`src/rtl/r5p_lsu.sv`:
```
// R5P load/store unit: one unpipelined data-bus access per request, with load alignment and extension.
// Optional misaligned-access trap enabled by defining R5P_LSU_MISALIGNED_EN.
module r5p_lsu #(
    parameter int unsigned XLEN = 32,
    parameter int unsigned BW   = XLEN/8
)(
    input  logic            clk,
    input  logic            rst,
    input  logic            req_vld,
    output logic            req_rdy,
    input  logic            req_wen,
    input  logic [1:0]      req_siz,
    input  logic            req_uns,
    input  logic [XLEN-1:0] req_adr,
    input  logic [XLEN-1:0] req_wdt,
    output logic            ls_vld,
    input  logic            ls_rdy,
    output logic            ls_wen,
    output logic [XLEN-1:0] ls_adr,
    output logic [BW-1:0]   ls_ben,
    output logic [XLEN-1:0] ls_wdt,
    input  logic [XLEN-1:0] ls_rdt,
    output logic            rsp_vld,
    output logic [XLEN-1:0] rsp_rdt,
    output logic            rsp_mal
);
    localparam int unsigned OW = $clog2(BW);

    typedef enum logic [1:0] {IDLE, ADR, DAT, RSP} state_t;

    state_t          state_q, state_d;
    logic            wen_q, wen_d, uns_q, uns_d, mal_q, mal_d, rsp_vld_q, rsp_vld_d;
    logic [1:0]      siz_q, siz_d;
    logic [OW-1:0]   off_q, off_d;
    logic [XLEN-1:0] adr_q, adr_d, wdt_q, wdt_d, rdt_q, rdt_d;
    logic [BW-1:0]   ben_q, ben_d;

    logic [3:0]      nbytes_c;
    logic [OW-1:0]   amask_c, off_c;
    logic            ill_c, mal_c;
    logic [BW-1:0]   ben_c;
    logic [XLEN-1:0] wsh_c, wdt_c;

    // Request decode: lane offset, byte enables, lane-shifted store data
    always_comb begin
        nbytes_c = 4'd1 << req_siz;
        amask_c  = OW'(nbytes_c - 4'd1);
        ill_c    = (XLEN == 32) && (req_siz == 2'd3);
`ifdef R5P_LSU_MISALIGNED_EN
        off_c    = req_adr[OW-1:0];
        mal_c    = ill_c | (|(req_adr[OW-1:0] & amask_c));
`else
        off_c    = req_adr[OW-1:0] & ~amask_c;
        mal_c    = ill_c;
`endif
        ben_c    = BW'((16'd1 << nbytes_c) - 16'd1) << off_c;
        wsh_c    = req_wdt << {off_c, 3'b000};
        for (int i = 0; i < int'(BW); i++) begin
            wdt_c[8*i +: 8] = wsh_c[8*i +: 8] & {8{ben_c[i]}};
        end
    end

    logic [XLEN-1:0] tmp_c, keep_c, top_c, ext_c;
    logic [6:0]      nbits_c;

    // Load extraction: shift lane down, keep access width, sign/zero extend
    always_comb begin
        tmp_c   = ls_rdt >> {off_q, 3'b000};
        nbits_c = 7'd8 << siz_q;
        keep_c  = (32'(nbits_c) >= XLEN) ? '1 : ((XLEN'(1) << nbits_c) - XLEN'(1));
        top_c   = keep_c & ~(keep_c >> 1);
        ext_c   = (tmp_c & keep_c) | ((!uns_q && (|(tmp_c & top_c))) ? ~keep_c : '0);
    end

    always_comb begin
        state_d   = state_q;
        wen_d     = wen_q;
        siz_d     = siz_q;
        uns_d     = uns_q;
        off_d     = off_q;
        adr_d     = adr_q;
        ben_d     = ben_q;
        wdt_d     = wdt_q;
        mal_d     = mal_q;
        rdt_d     = rdt_q;
        unique case (state_q)
            IDLE: begin
                if (req_vld) begin
                    wen_d   = req_wen;
                    siz_d   = req_siz;
                    uns_d   = req_uns;
                    off_d   = off_c;
                    adr_d   = {req_adr[XLEN-1:OW], OW'(0)};
                    ben_d   = ben_c;
                    wdt_d   = wdt_c;
                    mal_d   = mal_c;
                    rdt_d   = '0;
                    state_d = mal_c ? RSP : ADR;
                end
            end
            ADR: begin
                if (ls_rdy) state_d = wen_q ? RSP : DAT;
            end
            DAT: begin
                rdt_d   = ext_c;
                state_d = RSP;
            end
            RSP: begin
                state_d = IDLE;
            end
        endcase
        rsp_vld_d = (state_d == RSP);
    end

    always_ff @(posedge clk or negedge rst) begin
        if (!rst) begin
            state_q   <= IDLE;
            wen_q     <= 1'b0;
            siz_q     <= 2'd0;
            uns_q     <= 1'b0;
            off_q     <= '0;
            adr_q     <= '0;
            ben_q     <= '0;
            wdt_q     <= '0;
            mal_q     <= 1'b0;
            rdt_q     <= '0;
            rsp_vld_q <= 1'b0;
        end else begin
            state_q   <= state_d;
            wen_q     <= wen_d;
            siz_q     <= siz_d;
            uns_q     <= uns_d;
            off_q     <= off_d;
            adr_q     <= adr_d;
            ben_q     <= ben_d;
            wdt_q     <= wdt_d;
            mal_q     <= mal_d;
            rdt_q     <= rdt_d;
            rsp_vld_q <= rsp_vld_d;
        end
    end

    assign req_rdy = (state_q == IDLE);
    assign ls_vld  = (state_q == ADR);
    assign ls_wen  = wen_q;
    assign ls_adr  = adr_q;
    assign ls_ben  = ben_q;
    assign ls_wdt  = wdt_q;
    assign rsp_vld = rsp_vld_q;
    assign rsp_rdt = rdt_q;
    assign rsp_mal = mal_q;

endmodule

```
`config.mk`:
```
export PLATFORM = sky130hd
export DESIGN_NAME = r5p_lsu
export DESIGN_NICKNAME = d
export VERILOG_FILES = /design/src/rtl/r5p_lsu.sv
export SDC_FILE = /design/constraint.sdc
export NUM_CORES = 1
export LEC_CHECK = 0
export ABC_AREA = 1
export CAP_MARGIN = 0
export CORE_ASPECT_RATIO = 0.9
export CORE_MARGIN = 5
export CORE_UTILIZATION = 30
export CTS_CLUSTER_DIAMETER = 40
export DETAILED_ROUTE_END_ITERATION = 12
export SLEW_MARGIN = 20
export SYNTH_ARGS = -nofsm -noshare
export SYNTH_HDL_FRONTEND = slang
export SYNTH_SLANG_ARGS = --single-unit
```
`constraint.sdc`:
```
create_clock -name clk -period 1.89 [get_ports clk]
set_input_delay 0.378 -clock clk [delete_from_list [all_inputs] [get_ports clk]]
set_output_delay 0.378 -clock clk [all_outputs]
set_load 0.02 [all_outputs]
```
==> out/metrics.cfg, run 1 <==
[status]
outcome=complete, no violations

[route]
vias_per_cell=4.65
drt_wl_total_um=18000
drt_first_pass_iters=5
first_iter_violations=307
avgRoutedWirePerCell_um=15.7
remaining_drc_errors=0
number_of_routed_nets_with_antenna_violations=0
num_vias=5339

[global_route]
met1_usage=0.242
gr-total-overflow=0
grt_use_met3=0.0758
grt_pass1_vias=5356
grt_use_met2=0.276
grt_start_max_net_pins=37
top_usage_layer=met2
first_pass_grt_wire_length_um=28500
initial_antenna_violation_count=0
gr-usage-all-layers=0.181

[synthesis]
post_synth_num_cell_types=27
synthesis.instances=684
synthesis.area_per_instance_sq_um=7.63
synth.ff_latch_count=108
ys_warn_count=0
synth-seq-area-share=0.518
syn-cell-area_sq_um=5220
synthDominantAreaCellType=sky130_fd_sc_hd__dfrtp_1
yosys-top-cells-area=sky130_fd_sc_hd__dfrtp_1 (52%), sky130_fd_sc_hd__nand2_1 (22%), sky130_fd_sc_hd__o21ai_0 (4.3%), sky130_fd_sc_hd__a21oi_1 (3.5%), sky130_fd_sc_hd__nand3_1 (3.2%)
synth_top_area_share=0.518

[setup_path]
crit_chain=clkdlybuf4s50_1
timing.rr.end=rsp_rdt[2]
worstPathRequired_ns=1.51
timing.setup.critical_path_class=reg -> out
critical_path.top_delay_family=buffers and inverters
crit_fanout=2
r2r-start=off_q[0]
r2r.worst_path.cells=5
slowest_stage=sky130_fd_sc_hd__clkdlybuf4s50_1
cp_slowest_stage_delay_ns=0.63
timing.reg2reg.setup_slack_ns=0.27
critical_path.endpoint_type=output port
cp.depth=1
worstSetupStartpointType=flip-flop
timing.critical_path.arrival_ns=1.40
critical_path_buf_inv_count=1

[clocking]
clockBufferDepth=2
worst_setup_hold_path_clk_slew_ns=0.09
numCtsBuffers=9
clock_latency_ns=0.37
htree_levels=3
tritoncts=done
clock_tree.root_cell=sky130_fd_sc_hd__clkbuf_16
clkSinkCount=108

[placement]
placed_cell_area_sq_um=7810
io_buffer_count=206
placement.setup.worst_slack_ns=-0.446
routabilityCongestion=0.824
place.detailed.hpwl_um=13600

[cells_and_area]
post-route-util=0.478
nFillCells=1712
n_antenna_cell=0
syn_to_final_growth_pct=55.9
postLayoutCellArea_sq_um=8130
finalNetCount=1014
post_route_cells_drive_above_1_share=0.0930

[timing]
layout_min_cycle_time_ns=1.78
maxSlewViolCount=0
final-hold-violation-count=0
post-route-period-util=0.942
setup_violations=0
finalHoldWorstSlack_ns=0.481
fmax_mhz=561
grt_setup_unrepaired=no
finClkSkew_ns=0.0163
final_critical_path_setup_slack_ns=0.109

[worst_hold_path]
worst_hold_path.endpoint=ls_adr[12]
min-delay-path-class=reg -> reg
hold_path.startpoint=ls_adr[12]
hold-path-cell-count=2

[job]
drv.max_cap_violation_count=0

[floorplan]
fp.coreArea_sq_um=17000
io_pins=209
chipHeight_um=135
initial_utilization=0.307
dieWidth_um=149
fp-row-count=45
design.die.area_sq_um=20100

[pwr]
p_leak_nw=3.95
power_density_nw_per_um2=1570
max-vdd-ir-drop_mv=0.843

cells in the mapped netlist:
| cell | count |
|---|---|
| sky130_fd_sc_hd__buf_6 | 2 |
| sky130_fd_sc_hd__ha_1 | 1 |
| sky130_fd_sc_hd__nand4_1 | 2 |
| sky130_fd_sc_hd__a21oi_1 | 36 |
| sky130_fd_sc_hd__clkbuf_1 | 14 |
| sky130_fd_sc_hd__nor2_1 | 16 |
| sky130_fd_sc_hd__o211ai_1 | 4 |
| sky130_fd_sc_hd__o21ai_1 | 31 |
| sky130_fd_sc_hd__conb_1 | 1 |
| sky130_fd_sc_hd__buf_1 | 2 |
| sky130_fd_sc_hd__buf_4 | 3 |
| sky130_fd_sc_hd__inv_1 | 29 |
| sky130_fd_sc_hd__nand3_2 | 3 |
| sky130_fd_sc_hd__nand3_1 | 33 |
| sky130_fd_sc_hd__nor2_4 | 2 |
| sky130_fd_sc_hd__nor3_1 | 1 |
| sky130_fd_sc_hd__a31oi_1 | 4 |
| sky130_fd_sc_hd__nand2_4 | 2 |
| sky130_fd_sc_hd__dfrtp_1 | 108 |
| sky130_fd_sc_hd__nand2_2 | 5 |
| sky130_fd_sc_hd__nand2_1 | 310 |
| sky130_fd_sc_hd__a32o_1 | 2 |
| sky130_fd_sc_hd__buf_2 | 19 |
| sky130_fd_sc_hd__o21ai_0 | 45 |
| sky130_fd_sc_hd__nor2_2 | 2 |
| sky130_fd_sc_hd__inv_2 | 6 |
| sky130_fd_sc_hd__or2_2 | 1 |
through the flow:
stage | power (mW) | setup TNS, ns | cells
floorplan | 7.60 | 0 | 685
CTS | 13.0 | 0 | 1149
finish | 12.8 | 0 | 1149
global placement | 10.9 | -8.58 | 1132
detailed placement | 10.9 | -10.71 | 1132
global route | 13.7 | 0 | 1149
per-layer routing:
metal | part of all wire | wire, um
met5 | 0 | 0
met3 | 0.11 | 2060
met1 | 0.44 | 7960
met2 | 0.43 | 7810
met4 | 0.0098 | 176
sequential cells by signal (all words and copies together) (netlist names):
signal and flops:
ls_adr 30, ls_ben 4, ls_wdt 32, ls_wen 1, off_q 2, rsp_mal 1, rsp_rdt 32, rsp_vld 1
siz_q 2, state_q 2, uns_q 1
layout by cell type (no fill, tap or decap), drive strengths merged, types with 4 or more instances in the layout:
| cell type | netlist | final |
|---|---|---|
| a21oi | 36 | 36 |
| a31oi | 4 | 4 |
| buf | 26 | 47 |
| clkbuf | 14 | 9 |
| clkdlybuf4s50 | 0 | 201 |
| dfrtp | 108 | 108 |
| inv | 35 | 40 |
| nand2 | 317 | 317 |
| nand3 | 36 | 36 |
| nor2 | 20 | 20 |
| o211ai | 4 | 4 |
| o21ai | 76 | 76 |
worst max-delay path by stage:
stage	from	to	slack [ns]
floorplan	req_siz[1]	ls_wdt[25]	0.19
finish	ls_wen	ls_wen	0.11
global route	ls_wdt[30]	ls_wdt[30]	0.06
CTS	req_siz[0]	ls_wdt[5]	0.06
detailed placement	req_siz[0]	ls_wdt[4]	-0.45
global placement	req_siz[0]	ls_wdt[2]	-0.36
where the power goes:
| part | internal [mW] | total (mW) | leakage (nW) | switching [mW] |
|---|---|---|---|---|
| Sequential | 3.32 | 3.94 | 1.38 | 0.621 |
| Combinational | 2.96 | 6.88 | 2.42 | 3.92 |
| Clock | 0.957 | 1.97 | 0.152 | 1.01 |
kinds of logic (layout without fill, tap and decap cells):
family                     count (synthesis)  after routing  share of synthesized area
AOI/OAI and AO/OA                        122            122                      0.122
and+or+nand+nor                          377            377                      0.294
other                                      1              2                   0.000719
adders and majority gates                  1              1                    0.00240
buffers and inverters                     75            304                     0.0635
DFF                                      108            108                      0.518
what timing repair did:
action / 4_1_cts / 5_1_grt
setup buffers: 0 / 0
hold buffers: 1 / 0
gates resized for setup: 3 / 2
endpoints found under the hold margin: 28 / 0
setup endpoints to repair: 10 / 22
layout make-up:
type	instances	area, sq um	share of cell area
clock buffers	9	225	0.0277
flip-flops and latches	108	2700	0.332
multi-input cells	502	2190	0.269
clock inverters	7	83.8	0.0103
inverters	35	131	0.0162
repair buffers	253	2500	0.308
well taps	235	294	0.0362
Power figures use the tool's default switching activity.
==> run 2, diff against run 1 <==
--- a/config.mk
+++ b/config.mk
@@ -5,13 +5,15 @@
 export SDC_FILE = /design/constraint.sdc
 export NUM_CORES = 1
 export LEC_CHECK = 0
-export ABC_AREA = 1
+export ABC_AREA = 0
 export CAP_MARGIN = 0
 export CORE_ASPECT_RATIO = 0.9
 export CORE_MARGIN = 5
-export CORE_UTILIZATION = 30
+export CORE_UTILIZATION = 43
 export CTS_CLUSTER_DIAMETER = 40
 export DETAILED_ROUTE_END_ITERATION = 12
+export GPL_TIMING_DRIVEN = 0
+export PLACE_DENSITY = 0.81
 export SLEW_MARGIN = 20
 export SYNTH_ARGS = -nofsm -noshare
 export SYNTH_HDL_FRONTEND = slang
==> run 2 against run 1 <==
Combinational power shrank 8.7%. Cell area shrank 4.1%. Die area shrank 32%. Routed wire length shrank 9.9%. Global-route usage grew 5.7 points. Synthesized cell count shrank 33%. Register-to-register slack lost 0.17 ns. Sequential share of layout area grew 1.5 points. Non-clock buffer count shrank 2. Hold slack lost 0.012 ns. Largest cell class unchanged.
==> out/metrics.cfg, run 2 <==
[status]
outcome=complete, no violations

[cells_and_area]
finish.cell_count_without_fillers=853
post_route_cells_drive_above_1_share=0.125
n_antenna_cell=0
layout_commonest_cell=sky130_fd_sc_hd__clkdlybuf4s50_1
layout_common_cells=sky130_fd_sc_hd__clkdlybuf4s50_1 (199), sky130_fd_sc_hd__nand2_1 (121), sky130_fd_sc_hd__dfrtp_1 (105), sky130_fd_sc_hd__a22o_1 (40), sky130_fd_sc_hd__o21ai_0 (30)
finalNetCount=797
syn_to_final_growth_pct=57.3

[timing]
slew_at_the_pin_with_the_worst_max_slew_slack_ns=0.601
worst_slew_margin_rel=0.598
fmax_mhz=551
grt_setup_unrepaired=no
final-hold-violation-count=0
setup_violations=0
post-route-period-util=0.960
layout_min_cycle_time_ns=1.81
finClkSkew_ns=0.00554
maxSlewViolCount=0

[pwr]
power_density_nw_per_um2=1580
clock_power_share=0.174
swShare=0.384
p_leak_nw=3.50
power.sequential.fraction=0.315
power.switching_mw=4.72
max-vdd-ir-drop_mv=0.819
internal_power_mw=7.58
share_comb_of_total_power=0.511
totalPowerFinal_mw=12.3

[setup_path]
r2r.worst_path.cells=5
crit_fanout=10
worst_setup_path_startpoint=ls_rdt[15]
crit_chain=clkdlybuf4s50_1, mux4_2, nor2_2, nor3_4, buf_2, a221o_1
timing.setup.critical_path_class=in -> reg
cp_slowest_stage_delay_ns=0.49
r2r-start=state_q[1]
timing.reg2reg.setup_slack_ns=0.10
critical_path_buf_inv_count=2
timing.critical_path.arrival_ns=2.03
slowest_stage=sky130_fd_sc_hd__clkdlybuf4s50_1
worst_setup_path_endpoint=rsp_rdt[26]
worstSetupStartpointType=input pin
critical_path.top_delay_family=buffers and inverters
timing.rr.end=rsp_rdt[30]
critical_path.endpoint_type=flip-flop
worstPathRequired_ns=2.11
cp.depth=6

[synthesis]
synthesis.area_per_instance_sq_um=10.8
synthesis.instances=461
synth_top_area_share=0.545
syn-cell-area_sq_um=4960
netlist_top_cells_count=sky130_fd_sc_hd__nand2_1 (122), sky130_fd_sc_hd__dfrtp_1 (108), sky130_fd_sc_hd__a22o_1 (40)
synth.ff_latch_count=108
synth-seq-area-share=0.545
yosys.cell_count.top_type=sky130_fd_sc_hd__nand2_1
post_synth_num_cell_types=34
number_of_enable_type_register_cells_in_the_synthesized_netlist=0
synth_async_sr_flop_share=1.00
yosys-top-cells-area=sky130_fd_sc_hd__dfrtp_1 (55%), sky130_fd_sc_hd__nand2_1 (9.2%), sky130_fd_sc_hd__a22o_1 (7.1%), sky130_fd_sc_hd__mux2i_1 (4.8%), sky130_fd_sc_hd__mux4_2 (4.5%)
synthDominantAreaCellType=sky130_fd_sc_hd__dfrtp_1
ys_warn_count=0
ys.flop_type=sky130_fd_sc_hd__dfrtp_1

[clocking]
clock_latency_ns=0.34
clockBufferDepth=2
numCtsBuffers=9
clock_tree.root_cell=sky130_fd_sc_hd__clkbuf_16
htree_levels=3
worst_setup_hold_path_clk_slew_ns=0.07
clkSinkCount=108
tritoncts=done

[global_route]
gr-total-overflow=0
first_pass_grt_wire_length_um=25700
initial_antenna_violation_count=0
grt_start_max_net_pins=57
gr-usage-all-layers=0.238
grt_pass1_vias=4767

[route]
drt_first_pass_iters=6
remaining_drc_errors=0
number_of_routed_nets_with_antenna_violations=0
first_iter_violations=398
num_vias=4501
avgRoutedWirePerCell_um=19.0
vias_per_cell=5.28
drt_wl_total_um=16200

[placement]
io_buffer_count=206
place.detailed.hpwl_um=12300
routabilityCongestion=0.911
place_inst=825

[floorplan]
fp.coreArea_sq_um=11300
fp-row-count=37
io_pins=209
chipHeight_um=112
dieWidth_um=123
design.die.area_sq_um=13800
initial_utilization=0.437

[job]
drv.max_cap_violation_count=0

[worst_hold_path]
hold_path.startpoint=req_siz[0]
min-delay-path-class=in -> reg

[run 2: cell count changes after synthesis, moves of 10 or more]
cell / delta
sky130_fd_sc_hd__inv_1: -27
sky130_fd_sc_hd__nand3_1: -23
sky130_fd_sc_hd__a22o_1: +40
sky130_fd_sc_hd__a221o_1: +16
sky130_fd_sc_hd__o21ai_0: -14
sky130_fd_sc_hd__mux2i_1: +24
sky130_fd_sc_hd__a21oi_1: -20
sky130_fd_sc_hd__o21ai_1: -31
sky130_fd_sc_hd__mux4_2: +10
sky130_fd_sc_hd__nand2_1: -188
[run 2: worst min path at each step]
stage	end	cells after the start	slack, ns
finish	siz_q[0]	3	0.47
global route	siz_q[0]	3	0.47
CTS	siz_q[0]	3	0.45
detailed placement	ls_wdt[29]	1	0.37
global placement	ls_adr[21]	2	0.46
floorplan	ls_adr[10]	0	0.08
[run 2: final cells by class]
| type | count | area [sq um] |
|---|---|---|
| buffer | 31 | 178 |
| clock inverter | 7 | 120 |
| tap | 156 | 195 |
| sequential | 108 | 2710 |
| timing repair buffer | 220 | 2190 |
| fill | 882 | 3550 |
| multi-input combinational | 319 | 2170 |
| clock buffer | 9 | 225 |
| inverter | 3 | 11.3 |
[run 2: cell families (layout without fill, tap and decap cells)]
| kind of cell | after synthesis | count (layout) | synth area share |
|---|---|---|---|
| simple gates | 164 | 164 | 0.142 |
| mux | 42 | 42 | 0.112 |
| compound gates | 109 | 110 | 0.161 |
| fa+ha+maj | 1 | 1 | 0.00252 |
| buf+inv | 36 | 270 | 0.0358 |
| other cells | 1 | 2 | 0.000757 |
| flops | 108 | 108 | 0.545 |
[run 2: per-stage QoR]
step / setup WS [ns] / setup TNS (ns) / cell area [sq um] / utilization / hold WS, ns
floorplan: 0.00492 / 0 / 4960 / - / 0.0824
global placement: -3.52 / -428.71 / 7220 / 0.637 / 0.458
detailed placement: -1.02 / -50.88 / 7250 / 0.639 / 0.366
CTS: 0.00859 / 0 / 7720 / 0.681 / 0.446
global route: 0.00941 / 0 / 7800 / 0.687 / 0.473
finish: 0.0752 / 0 / 7800 / 0.687 / 0.470
[run 2: worst reg2reg max path, cell delays in order (launching register included)]
cell,delay [ns]
sky130_fd_sc_hd__dfrtp_2,0.44
sky130_fd_sc_hd__or3b_4,0.46
sky130_fd_sc_hd__and2_4,0.16
sky130_fd_sc_hd__buf_6,0.13
sky130_fd_sc_hd__buf_6,0.14
sky130_fd_sc_hd__a221o_1,0.35
[run 2: timing repair]
action,4_1_cts,5_1_grt
endpoints found under the hold margin,2,0
gates resized for setup,28,10
gates cloned,0,1
endpoints found under the setup margin,75,35
hold buffers,1,0
buffers inserted,7,5
pin swaps,2,3
[run 2: power groups by stage]
stage	Sequential (mW)	Combinational [mW]	Clock, mW
global placement	3.86	5.98	0
floorplan	4.90	2.19	0
global route	4.00	6.75	2.28
detailed placement	3.90	6.10	0
finish	3.87	6.28	2.14
CTS	3.88	6.24	2.18
[run 2: routing by layer]
| metal | part of all wire | global-route usage |
|---|---|---|
| met5 | 0 | 0 |
| met4 | 0.019 | 0.0723 |
| met3 | 0.083 | 0.0670 |
| met2 | 0.48 | 0.380 |
| met1 | 0.41 | 0.314 |
==> run 3, diff against run 2 <==
==> constraint.sdc (replaced) <==
create_clock -name clk -period 1.89 [get_ports clk]
set_input_delay 0.378 -clock clk [delete_from_list [all_inputs] [get_ports clk]]
set_output_delay 0.378 -clock clk [all_outputs]
set_load 0.005 [all_outputs]
==> run 3 against run 2 <==
Cell count shrank 0.12%. Sequential power barely moved. Cell area is 0.56% lower. Sequential cell count is the same. Power decreased by 8.9%. Utilization fell by 0.39 points. Maximum frequency is 0.22% higher. Clock skew is 0.0010 ns higher. Worst setup slack improved by 0.0041 ns. Sequential share of layout area rose by 0.20 points. Largest cell class unchanged. Highest routed layer unchanged.
==> out/metrics.cfg, run 3 (synthesis results as in run 2) <==
[setup_path]
critical_path.endpoint_type=flip-flop
worstSetupStartpointType=input pin
timing.critical_path.arrival_ns=2.03
slowest_stage=sky130_fd_sc_hd__mux4_2
crit_chain=clkdlybuf4s50_1, mux4_2, nor2_2, nor3_4, buf_2, a221o_1
timing.setup.critical_path_class=in -> reg
timing.reg2reg.setup_slack_ns=0.09
crit_fanout=10
worstPathRequired_ns=2.11
cp_slowest_stage_delay_ns=0.49

[cells_and_area]
nFillCells=881
post_route_cells_drive_above_1_share=0.121
layout_commonest_cell=sky130_fd_sc_hd__clkdlybuf4s50_1
register_area_sq_um=2710
layout_common_cells=sky130_fd_sc_hd__clkdlybuf4s50_1 (200), sky130_fd_sc_hd__nand2_1 (122), sky130_fd_sc_hd__dfrtp_1 (105), sky130_fd_sc_hd__a22o_1 (40), sky130_fd_sc_hd__o21ai_0 (31)
finalNetCount=796
post-route-util=0.684
postLayoutCellArea_sq_um=7750
n_antenna_cell=0
combined_area_of_the_multi_input_logic_cells_sq_um=2130
syn_to_final_growth_pct=56.4

[floorplan]
io_pins=209
design.die.area_sq_um=13800
initial_utilization=0.437
fp-row-count=37
fp.coreArea_sq_um=11300
chipHeight_um=112
dieWidth_um=123

[global_route]
first_pass_grt_wire_length_um=25600
grt_pass1_vias=4743
grt_start_max_net_pins=57
gr-usage-all-layers=0.236
initial_antenna_violation_count=0
gr-total-overflow=0

[route]
vias_per_cell=5.29
detailroute.wirelength.met3_um=1350
num_vias=4503
drt_first_pass_iters=5
avgRoutedWirePerCell_um=18.5
first_iter_violations=363
number_of_routed_nets_with_antenna_violations=0
remaining_drc_errors=0
highest-signal-layer=met4
drt_wl_total_um=15800
detailroute.wirelength.met2_um=7640
drt-met1-wl_um=6410

[placement]
routabilityCongestion=0.911
io_buffer_count=206
placed_cell_area_sq_um=7250
place.detailed.hpwl_um=12300

[clocking]
htree_levels=3
clock_latency_ns=0.34
worst_setup_hold_path_clk_slew_ns=0.07
numCtsBuffers=9
clkSinkCount=108
clockBufferDepth=2
clock_tree.root_cell=sky130_fd_sc_hd__clkbuf_16
tritoncts=done

[pwr]
totalPowerFinal_mw=11.2
p_leak_nw=3.50
share_comb_of_total_power=0.463
internal_power_mw=7.56
max-vdd-ir-drop_mv=0.728
power.switching_mw=3.64
swShare=0.325
power.sequential.fraction=0.346
clock_power_share=0.191
power_density_nw_per_um2=1440

[timing]
maxSlewViolCount=0
layout_min_cycle_time_ns=1.81
setup_violations=0
grt_setup_unrepaired=no
fmax_mhz=552
slew_at_the_pin_with_the_worst_max_slew_slack_ns=0.615
worst_slew_margin_rel=0.589
post-route-period-util=0.958
final-hold-violation-count=0
finClkSkew_ns=0.00658

[job]
drv.max_cap_violation_count=0

[status]
outcome=complete, no violations

[worst_hold_path]
min-delay-path-class=in -> reg

## run 3: cell types whose count changed in the layout (fill, tap and decap cells not counted), moves of 2 or more
cell                              before  now
sky130_fd_sc_hd__buf_2                 9   12
sky130_fd_sc_hd__buf_1                 2    0
sky130_fd_sc_hd__buf_4                14   12
sky130_fd_sc_hd__clkdlybuf4s15_2       2    0
## run 3: path summary, 6_finish.rpt
| path | cells past startpoint | endpoint | start |
|---|---|---|---|
| max | 6 | rsp_rdt[30] | ls_rdt[15] |
| min | 3 | siz_q[0] | req_siz[0] |
| max reg2reg | 5 | rsp_rdt[30] | state_q[1] |
| min reg2reg | 1 | ls_ben[3] | ls_ben[3] |
| max in group asynchronous | 3 | siz_q[0] | rst |
| min in group asynchronous | 2 | ls_wdt[29] | rst |
## run 3: through the flow
stage	worst slack [ns]	TNS, ns	cells	hold WS, ns
2_1_floorplan	0.00492	0	462	0.0824
3_3_place_gp	-3.52	-428.71	824	0.458
3_5_place_dp	-1.02	-50.88	825	0.366
4_1_cts	0.0101	0	845	0.338
5_1_grt	0.00260	0	852	0.335
6_report	0.0793	0	852	0.342
## run 3: repair_timing
action / CTS / global route
resized for setup: 32 / 11
endpoints found under the setup margin: 74 / 78
buffers inserted: 3 / 8
endpoints found under the hold margin: 2 / 0
hold buffers: 1 / 0
pin swaps: 3 / 6
## run 3: worst max-delay path: cells and delay by family
family	cells	cell delay, ns
multiplexers	1	0.49
buffers and inverters	2	0.66
AND/OR/NAND/NOR	2	0.21
AO/OA/AOI/OAI	1	0.28
## run 3: layout make-up
| cell class | instances | area share |
|---|---|---|
| plain buffers | 32 | 0.0240 |
| inverters | 3 | 0.00145 |
| repair buffers | 219 | 0.281 |
| clock inverters | 7 | 0.0155 |
| flip-flops and latches | 108 | 0.349 |
| clock buffers | 9 | 0.0291 |
| well taps | 156 | 0.0252 |
| multi-input cells | 318 | 0.275 |
## run 3: power by group through the flow
stage,logic (mW),clock network [mW],registers [mW]
final,5.19,2.14,3.87
after CTS,5.15,2.18,3.89
after global routing,5.66,2.29,4.01
after floorplan,2.16,0,3.89
after global placement,4.91,0,3.86
after detailed placement,5.04,0,3.90
## run 3: per-layer routing
| metal | track usage | vias up |
|---|---|---|
| met5 | 0 | - |
| met4 | 0.0723 | 0 |
| met3 | 0.0681 | 28 |
| met2 | 0.376 | 181 |
| met1 | 0.313 | 2195 |
| li1 | - | 2099 |
